File: config.mk
export PLATFORM = sky130hd
export DESIGN_NAME = rtmc_spi_master
export DESIGN_NICKNAME = d
export VERILOG_FILES = /design/src/rtl/rtmc_pkg.sv /design/src/rtl/rtmc_spi_baud.sv /design/src/rtl/rtmc_spi_master.sv
export SDC_FILE = /design/constraint.sdc
export NUM_CORES = 1
export LEC_CHECK = 0
export CORE_MARGIN = 2
export CORE_UTILIZATION = 57
export CTS_BUF_LIST = sky130_fd_sc_hd__clkbuf_4 sky130_fd_sc_hd__clkbuf_8 sky130_fd_sc_hd__clkbuf_16
export CTS_CLUSTER_SIZE = 28
export DETAILED_ROUTE_END_ITERATION = 10
export MAX_ROUTING_LAYER = met4
export PLACE_DENSITY_LB_ADDON = 0.12
export RECOVER_POWER = 50
export SYNTH_ARGS = -nofsm -noshare
export SYNTH_HDL_FRONTEND = slang
export SYNTH_SLANG_ARGS = --single-unit
File: constraint.sdc
create_clock -name clk -period 5.9 [get_ports clk]
set_clock_uncertainty 0.2 [all_clocks]
set_input_delay 1.77 -clock clk [delete_from_list [all_inputs] [get_ports clk]]
set_output_delay 1.77 -clock clk [all_outputs]
set_load 0.01 [all_outputs]
File: src/rtl/rtmc_pkg.sv
// Shared RTMC SPI definitions: command byte layout and initiator state encoding.
// Used by both the SPI target and the SPI initiator.
package rtmc_pkg;

  localparam int SPI_CMD_W      = 8;
  localparam int SPI_CMD_WR_BIT = 7;

  typedef enum logic [1:0] {
    IDLE,
    SETUP,
    SHIFT,
    GAP
  } spim_state_e;

  // Command byte: write flag in the top bit, register address below it.
  function automatic logic [SPI_CMD_W-1:0] spi_cmd(input logic                 wr,
                                                   input logic [SPI_CMD_W-2:0] addr);
    logic [SPI_CMD_W-1:0] c;
    c                 = {1'b0, addr};
    c[SPI_CMD_WR_BIT] = wr;
    return c;
  endfunction

endpackage

File: src/rtl/rtmc_spi_baud.sv
// SPI half-period timer: one-cycle half_tick every CLK_DIV cycles while enabled.
// Reloads on start and is held at its reload value while disabled.
module rtmc_spi_baud #(
  parameter int CLK_DIV = 2
) (
  input  logic clk,
  input  logic rst_n,
  input  logic en,
  input  logic start,
  output logic half_tick
);

  localparam int CNT_W = (CLK_DIV > 1) ? $clog2(CLK_DIV) : 1;
  localparam logic [CNT_W-1:0] RELOAD = CNT_W'(CLK_DIV - 1);

  logic [CNT_W-1:0] r_cnt;

  always_ff @(posedge clk) begin
    if (!rst_n || !en || start) begin
      r_cnt <= RELOAD;
    end else if (r_cnt == '0) begin
      r_cnt <= RELOAD;
    end else begin
      r_cnt <= r_cnt - 1'b1;
    end
  end

  assign half_tick = en && (r_cnt == '0);

endmodule

File: src/rtl/rtmc_spi_master.sv
// SPI mode-0 initiator issuing single RTMC register read/write frames:
// command byte {write, addr} followed by a DATA_W-bit data word, MSB first.
module rtmc_spi_master
  import rtmc_pkg::*;
#(
  parameter int CLK_DIV = 2,
  parameter int DATA_W  = 16,
  parameter int ADDR_W  = 7
) (
  input  logic              clk,
  input  logic              rst_n,
  input  logic              req_valid,
  output logic              req_ready,
  input  logic              req_write,
  input  logic [ADDR_W-1:0] req_addr,
  input  logic [DATA_W-1:0] req_wdata,
  output logic              rsp_valid,
  output logic [DATA_W-1:0] rsp_rdata,
  output logic              busy,
  output logic              sclk,
  output logic              cs,
  output logic              mosi,
  input  logic              miso
);

  localparam int N      = SPI_CMD_W + DATA_W;
  localparam int BCNT_W = $clog2(N + 1);

  spim_state_e       r_state;
  spim_state_e       w_next;
  logic              w_accept;
  logic              w_tick;
  logic              w_rise;
  logic              w_fall;
  logic              w_done;
  logic [N-1:0]      w_frame;

  logic [N-1:0]      r_tx;
  logic [DATA_W-1:0] r_rx;
  logic [BCNT_W-1:0] r_bitcnt;
  logic              r_write;
  logic              r_sclk;
  logic              r_cs;
  logic              r_ready;
  logic              r_busy;
  logic              r_rsp_valid;
  logic [DATA_W-1:0] r_rsp_rdata;

  assign w_accept = req_valid && r_ready;
  assign w_frame  = {spi_cmd(req_write, req_addr), (req_write ? req_wdata : '0)};

  rtmc_spi_baud #(
    .CLK_DIV (CLK_DIV)
  ) u_baud (
    .clk       (clk),
    .rst_n     (rst_n),
    .en        (r_state != IDLE),
    .start     (w_accept),
    .half_tick (w_tick)
  );

  always_ff @(posedge clk) begin
    if (!rst_n) begin
      r_state <= IDLE;
    end else begin
      r_state <= w_next;
    end
  end

  // r_bitcnt holds bits not yet completed; it reaches zero at the last fall,
  // so the low phase of bit 0 ends with a move to GAP instead of another rise.
  always_comb begin
    w_next = r_state;
    w_rise = 1'b0;
    w_fall = 1'b0;
    w_done = 1'b0;
    case (r_state)
      IDLE: begin
        if (w_accept) w_next = SETUP;
      end
      SETUP: begin
        if (w_tick) begin
          w_next = SHIFT;
          w_rise = 1'b1;
        end
      end
      SHIFT: begin
        if (w_tick) begin
          if (r_sclk) begin
            w_fall = 1'b1;
          end else if (r_bitcnt == '0) begin
            w_next = GAP;
            w_done = 1'b1;
          end else begin
            w_rise = 1'b1;
          end
        end
      end
      GAP: begin
        if (w_tick) w_next = IDLE;
      end
      default: w_next = IDLE;
    endcase
  end

  always_ff @(posedge clk) begin
    if (!rst_n) begin
      r_tx        <= '0;
      r_rx        <= '0;
      r_bitcnt    <= '0;
      r_write     <= 1'b0;
      r_sclk      <= 1'b0;
      r_cs        <= 1'b1;
      r_ready     <= 1'b0;
      r_busy      <= 1'b0;
      r_rsp_valid <= 1'b0;
      r_rsp_rdata <= '0;
    end else begin
      r_rsp_valid <= 1'b0;
      r_cs        <= !((w_next == SETUP) || (w_next == SHIFT));
      r_ready     <= (w_next == IDLE);
      r_busy      <= (w_next != IDLE);
      if (w_accept) begin
        r_tx     <= w_frame;
        r_rx     <= '0;
        r_bitcnt <= BCNT_W'(N);
        r_write  <= req_write;
      end
      // Only the data-phase samples (last DATA_W bits) land in r_rx.
      if (w_rise) begin
        r_sclk <= 1'b1;
        if (!r_write && (r_bitcnt <= BCNT_W'(DATA_W))) begin
          r_rx <= {r_rx[DATA_W-2:0], miso};
        end
      end
      if (w_fall) begin
        r_sclk   <= 1'b0;
        r_tx     <= {r_tx[N-2:0], 1'b0};
        r_bitcnt <= r_bitcnt - 1'b1;
      end
      if (w_done) begin
        r_rsp_valid <= 1'b1;
        r_rsp_rdata <= r_write ? '0 : r_rx;
      end
    end
  end

  assign req_ready = r_ready;
  assign busy      = r_busy;
  assign sclk      = r_sclk;
  assign cs        = r_cs;
  assign mosi      = r_tx[N-1];
  assign rsp_valid = r_rsp_valid;
  assign rsp_rdata = r_rsp_rdata;

endmodule

==> qor.yml, run 1 <==
floorplan:
  start_util_pct: 59.5
  rows: 26
  io_pins: 50
  die_h_um: 77.5
  fp.dieW_um: 77.5
  coreArea_um2: 5170
  dieArea_um2: 6000
timing:
  tns_ns: 0
  tightestPinTransition_ns: 1.96
  fin_crit_ns: 4.42
  max_freq_mhz: 226
  rsz0062_at_grt: "false"
  setup_viol: 0
  post-route-period-util_pct: 74.9
  hold_viol: 0
  whs_ns: 0.248
  slew_violations: 47
  slew_headroom_pct: -30.4
pwr:
  vdd_drop_max_uv: 148
  leakagePower_nw: 1.43
  powerDensity_nw_per_um2: 255
global_routing:
  antenna_found_initial: 0
  grt_max_degree: 52
  track_usage_pct: 22.5
  overflow: 0
  grt_pass1_wl_mm: 10.6
  first_global_vias: 2303
setup_path:
  critPathTopFamily: "buffers and inverters"
  timing.rr.end: "cs"
  worstSetupStartpointType: "input port"
  crit_path_top_delay_cell: "clkbuf_1"
  crit_path_max_fanout: 46
  cp_slowest_stage_delay_ns: 1.41
  regToRegStartpoint: "req_ready"
  path_class: "in -> reg"
  path_cells: "dlygate4sd3_1 > inv_1 > clkbuf_1 > nor3_1"
  crit_required_ns: 5.83
  rr_worst_depth: 5
  cp.depth: 4
  cp-endpoint: "r_bitcnt[2]"
  worst-path-buf-inv: 3
  crit_arrival_ns: 4.35
  rrSetupSlack_ns: 3.30
  endpoint_kind: "flop"
  cp-startpoint: "rst_n"
place:
  dp.cells: 456
  dp_hpwl_mm: 3.93
  numPortBuffers: 49
  gp_congestion: 0.869
clock_tree:
  cts_tree: "done"
  postCtsResizedCells: 0
  clock_path_buffers: 2
  clkLatencyLatePin_ns: 0.33
  holdBufCountCts: 0
  cts.clk_slew.worst_paths_ns: 0.07
  root_buffer: "clkbuf_8"
  post-cts-setup-buffers: 0
  cts.sinks: 70
  cts_buffers: 9
  htreeDepth: 3
drt:
  dr.first_iter.drc_count: 132
  wl_per_cell_um: 13.5
  ant_nets: 0
  drtPass1Iterations: 4
  drcViolationCount: 0
  vias_per_cell: 5.54
  dr_total_vias: 2615
  wirelength_mm: 6.38
final_layout:
  instances_no_fill: 472
  final_cell_mix: "76 x nand2_1, 70 x dfxtp_1, 39 x a21oi_1"
  syn_to_final_growth_pct: 21.9
  nets: 433
  drive_gt1_share_pct: 5.97
  final_common_cell: "nand2_1"
  fillers: 417
  utilization_pct: 72.5
  diodes: 0
synthesis:
  synthFlopType: "dfxtp_1"
  synthesis.area_um2: 3080
  synth_warnings: 0
  synthesis.instances: 360
  synthArstFlopShare_pct: 0
  synth_edf_count: 0
  synth_seq_cells: 70
  synth.area.mux_share_pct: 5.20
  synthesis.nets: 396
  avgSynthCellArea_um2: 8.55
  synth_top_family_by_area: "simple AND/OR/NAND/NOR gates"
  synthAdderAreaFrac_pct: 3.25
  synthSimpleGateAreaFrac_pct: 24.9
  synth_xor_area_share_pct: 0
  synth_compound_area_share_pct: 16.1
  ys_types: 39
  seq_area_frac_synth_pct: 45.5
job:
  maxCapViolCount: 1
worst_hold_path:
  min_path_type: "reg -> reg"
  worst_hold_startpoint: "rsp_rdata[3]"
outcome:
  violations: "max-capacitance violations, max-slew violations"
  status: "finished with violations"
-- sequential cells by signal, summed over array words and instances (netlist names) --
signal	cells
r_tx	24
r_bitcnt	5
sclk	1
rsp_rdata	16
busy	1
r_write	1
r_rx	16
u_baud.r_cnt	1
req_ready	1
rsp_valid	1
cs	1
r_state	2
-- tightest hold or removal path: stages (launching register included) --
cell	delay (ns)
dfxtp_1	0.31
nand2_1	0.05
a21oi_1	0.05
-- area by class of cell --
| cell class | instances | area [µm²] | share of cell area, % |
|---|---|---|---|
| flip-flops and latches | 70 | 1400 | 37.3 |
| clock inverters | 5 | 58.8 | 1.57 |
| clock buffers | 11 | 145 | 3.87 |
| well taps | 70 | 87.6 | 2.33 |
| multi-input cells | 258 | 1530 | 40.7 |
| inverters | 6 | 22.5 | 0.600 |
| repair buffers | 52 | 509 | 13.6 |
-- metal layers --
layer	up-vias	global-route usage, %	part of all wire (%)
met5	-	-	0
met4	0	10.0	1.1
met3	8	4.19	4.3
met2	58	33.7	46
met1	1235	29.8	48
li1	1314	-	-
-- synthesized netlist by cell type, drive strengths merged (2+ instances only) --
cell	count	area share [%]
dfxtp	70	46
o21ai	2	0.33
nand3	3	0.49
buf	7	1.8
nor3	2	0.33
nand2	76	9.3
a31oi	2	0.89
nand3b	17	4.1
nor4b	2	0.57
and2	3	0.61
a211oi	15	3.7
clkbuf	18	2.2
inv	6	0.73
and3	16	3.3
a21oi	39	6.3
mux2i	16	5.2
ha	8	3.3
nor2	36	4.4
a311oi	7	2.0
-- cells by family after synthesis --
| family | count (synthesis) |
|---|---|
| AO/OA/AOI/OAI | 73 |
| adder cells (fa/ha/maj) | 8 |
| buffers and inverters | 32 |
| flip-flops | 70 |
| multiplexers | 16 |
| AND/OR/NAND/NOR | 161 |
-- per-stage QoR --
step / power (W) / worst slack, ns / area [µm²]
floorplan: 0.000547 / 2.67 / 3080
global placement: 0.000578 / 1.70 / 3550
global route: 0.000997 / 1.22 / 3750
detailed placement: 0.000580 / 1.64 / 3550
finish: 0.000958 / 1.48 / 3750
CTS: 0.000971 / 1.93 / 3760
-- worst min path at each step --
stage,endpoint,cells past startpoint
after floorplan,r_tx[0],2
after detailed placement,rsp_rdata[4],2
after global routing,rsp_rdata[13],2
after CTS,rsp_rdata[4],2
final,rsp_rdata[3],2
after global placement,rsp_rdata[15],2
-- power breakdown --
part / internal [W] / switching [W] / total (W)
sequential: 0.000483 / 0.00000906 / 0.000492
combinational: 0.0000373 / 0.0000400 / 0.0000773
clock: 0.000211 / 0.000177 / 0.000389
total: 0.000732 / 0.000226 / 0.000958
Power figures use the tool's default switching activity.
==> run 2, diff against run 1 <==
Settings changed: CORE_UTILIZATION 57 to 53.
Clock period 5.9 ns to 4.53 ns, I/O delays scaled along.
==> run 2 against run 1 <==
Net effect: the run still ends with max-capacitance violations, max-slew violations left; highest routed layer unchanged; critical path depth stayed put; clock power is 32% higher; final area increased by 0.53%; sequential cell count stayed put; critical endpoint unchanged; die area is 7.1% higher.
==> qor.yml, run 2 (same netlist as run 1, synthesis figures left out) <==
final_layout:
  syn_to_final_growth_pct: 22.6
  stdcell_area_um2: 3770
  final_cell_mix: "76 x nand2_1, 70 x dfxtp_1, 42 x clkdlybuf4s50_1"
  final_common_cell: "nand2_1"
  multi_input_area_um2: 1530
  fillers: 469
  regMostFlops: "r_tx"
  diodes: 0
  largest_reg_flops: 24
  drive_gt1_share_pct: 6.42
  seq_area_um2: 1400
  nets: 436
timing:
  max_freq_mhz: 283
  slew_violations: 47
  tightestPinTransition_ns: 2.03
  setup_ws_ns: 0.991
  post-route-period-util_pct: 78.1
  tns_ns: 0
  setup_viol: 0
  whs_ns: 0.247
  rsz0062_at_grt: "false"
  fin_crit_ns: 3.54
  hold_viol: 0
  slew_headroom_pct: -35.2
floorplan:
  start_util_pct: 55.2
  dieArea_um2: 6430
  coreArea_um2: 5570
  rows: 27
  fp.dieW_um: 80.2
  die_h_um: 80.2
  io_pins: 50
drt:
  dr.first_iter.drc_count: 159
  wl_per_cell_um: 13.2
  wirelength_mm: 6.30
  dr_total_vias: 2583
  vias_per_cell: 5.42
  drtPass1Iterations: 5
  drcViolationCount: 0
  ant_nets: 0
global_routing:
  use_met3_pct: 3.37
  globalRouteMet1Util_pct: 26.8
  grt_max_degree: 52
  top_usage_layer: "met2"
  grt_pass1_wl_mm: 10.6
  track_usage_pct: 21.5
  use_met2_pct: 33.9
  overflow: 0
  antenna_found_initial: 0
  first_global_vias: 2374
clock_tree:
  root_buffer: "clkbuf_8"
  htreeDepth: 3
  cts.sinks: 70
  clock_path_buffers: 2
  postCtsResizedCells: 0
  cts_buffers: 9
  cts.clk_slew.worst_paths_ns: 0.07
  post-cts-setup-buffers: 0
  cts_tree: "done"
  clkLatencyLatePin_ns: 0.35
  holdBufCountCts: 0
place:
  dp_hpwl_mm: 3.92
  gp_congestion: 0.833
  place_area_um2: 3580
  numPortBuffers: 49
  dp_slack_ns: 1.12
outcome:
  status: "finished with violations"
  violations: "max-capacitance violations, max-slew violations"
pwr:
  powerDensity_nw_per_um2: 333
  leakagePower_nw: 1.40
  vdd_drop_max_uv: 187
  design_power_total_w: 0.00126
setup_path:
  crit_required_ns: 4.48
  path_class: "in -> reg"
  endpoint_kind: "flop"
  crit_path_max_fanout: 46
  crit_arrival_ns: 3.48
  cp-startpoint: "rst_n"
  worstSetupStartpointType: "input port"
  regToRegStartpoint: "r_state[0]"
job:
  maxCapViolCount: 1
worst_hold_path:
  min_path_type: "reg -> reg"
  worst_hold_startpoint: "rsp_rdata[11]"
==> run 2: cell types whose count changed in the layout (fill, tap and decap cells not counted) <==
cell / previous run / this run
buf_4: 2 / 4
clkbuf_1: 1 / 2
dlygate4sd3_1: 24 / 7
clkdlybuf4s50_1: 25 / 42
clkinvlp_4: 2 / 0
inv_6: 0 / 1
clkinv_2: 1 / 2
==> run 2: routing by layer <==
layer	part of all wire [%]	vias up
met5	0	-
met4	1.5	0
met3	3.8	11
met2	46	50
met1	48	1197
li1	-	1325
==> run 2: worst max-delay path, cell delays in order <==
cell and delay (ns):
clkdlybuf4s50_1 0.43, inv_1 0.08, clkbuf_1 1.45, nor3_1 0.16
==> run 2: path summary, 6_finish.rpt <==
kind	end	slack [ns]	cells past startpoint
min reg2reg	rsp_rdata[11]	0.25	2
min	rsp_rdata[11]	0.25	2
max reg2reg	rsp_rdata[7]	2.10	6
max	r_bitcnt[2]	0.99	4
==> run 2: cell type report <==
| type | count | share of cell area [%] |
|---|---|---|
| tap | 72 | 2.39 |
| sequential | 70 | 37.1 |
| timing repair buffer | 55 | 14.0 |
| clock buffer | 11 | 3.85 |
| clock inverter | 5 | 1.53 |
| inverter | 6 | 0.597 |
| multi-input combinational | 258 | 40.5 |
==> run 2: per-stage QoR <==
stage / std cells / util, %
after floorplan: 360 / -
after global placement: 461 / 64.2
after detailed placement: 461 / 64.2
after CTS: 477 / 67.8
after global routing: 477 / 67.7
final: 477 / 67.7
==> run 2: power by group <==
part | switching (W) | internal [W] | leakage [nW] | total [W]
clock network | 0.000238 | 0.000276 | 0.107 | 0.000514
logic | 0.0000513 | 0.0000508 | 0.729 | 0.000102
registers | 0.0000117 | 0.000629 | 0.567 | 0.000641
total | 0.000301 | 0.000956 | 1.40 | 0.00126
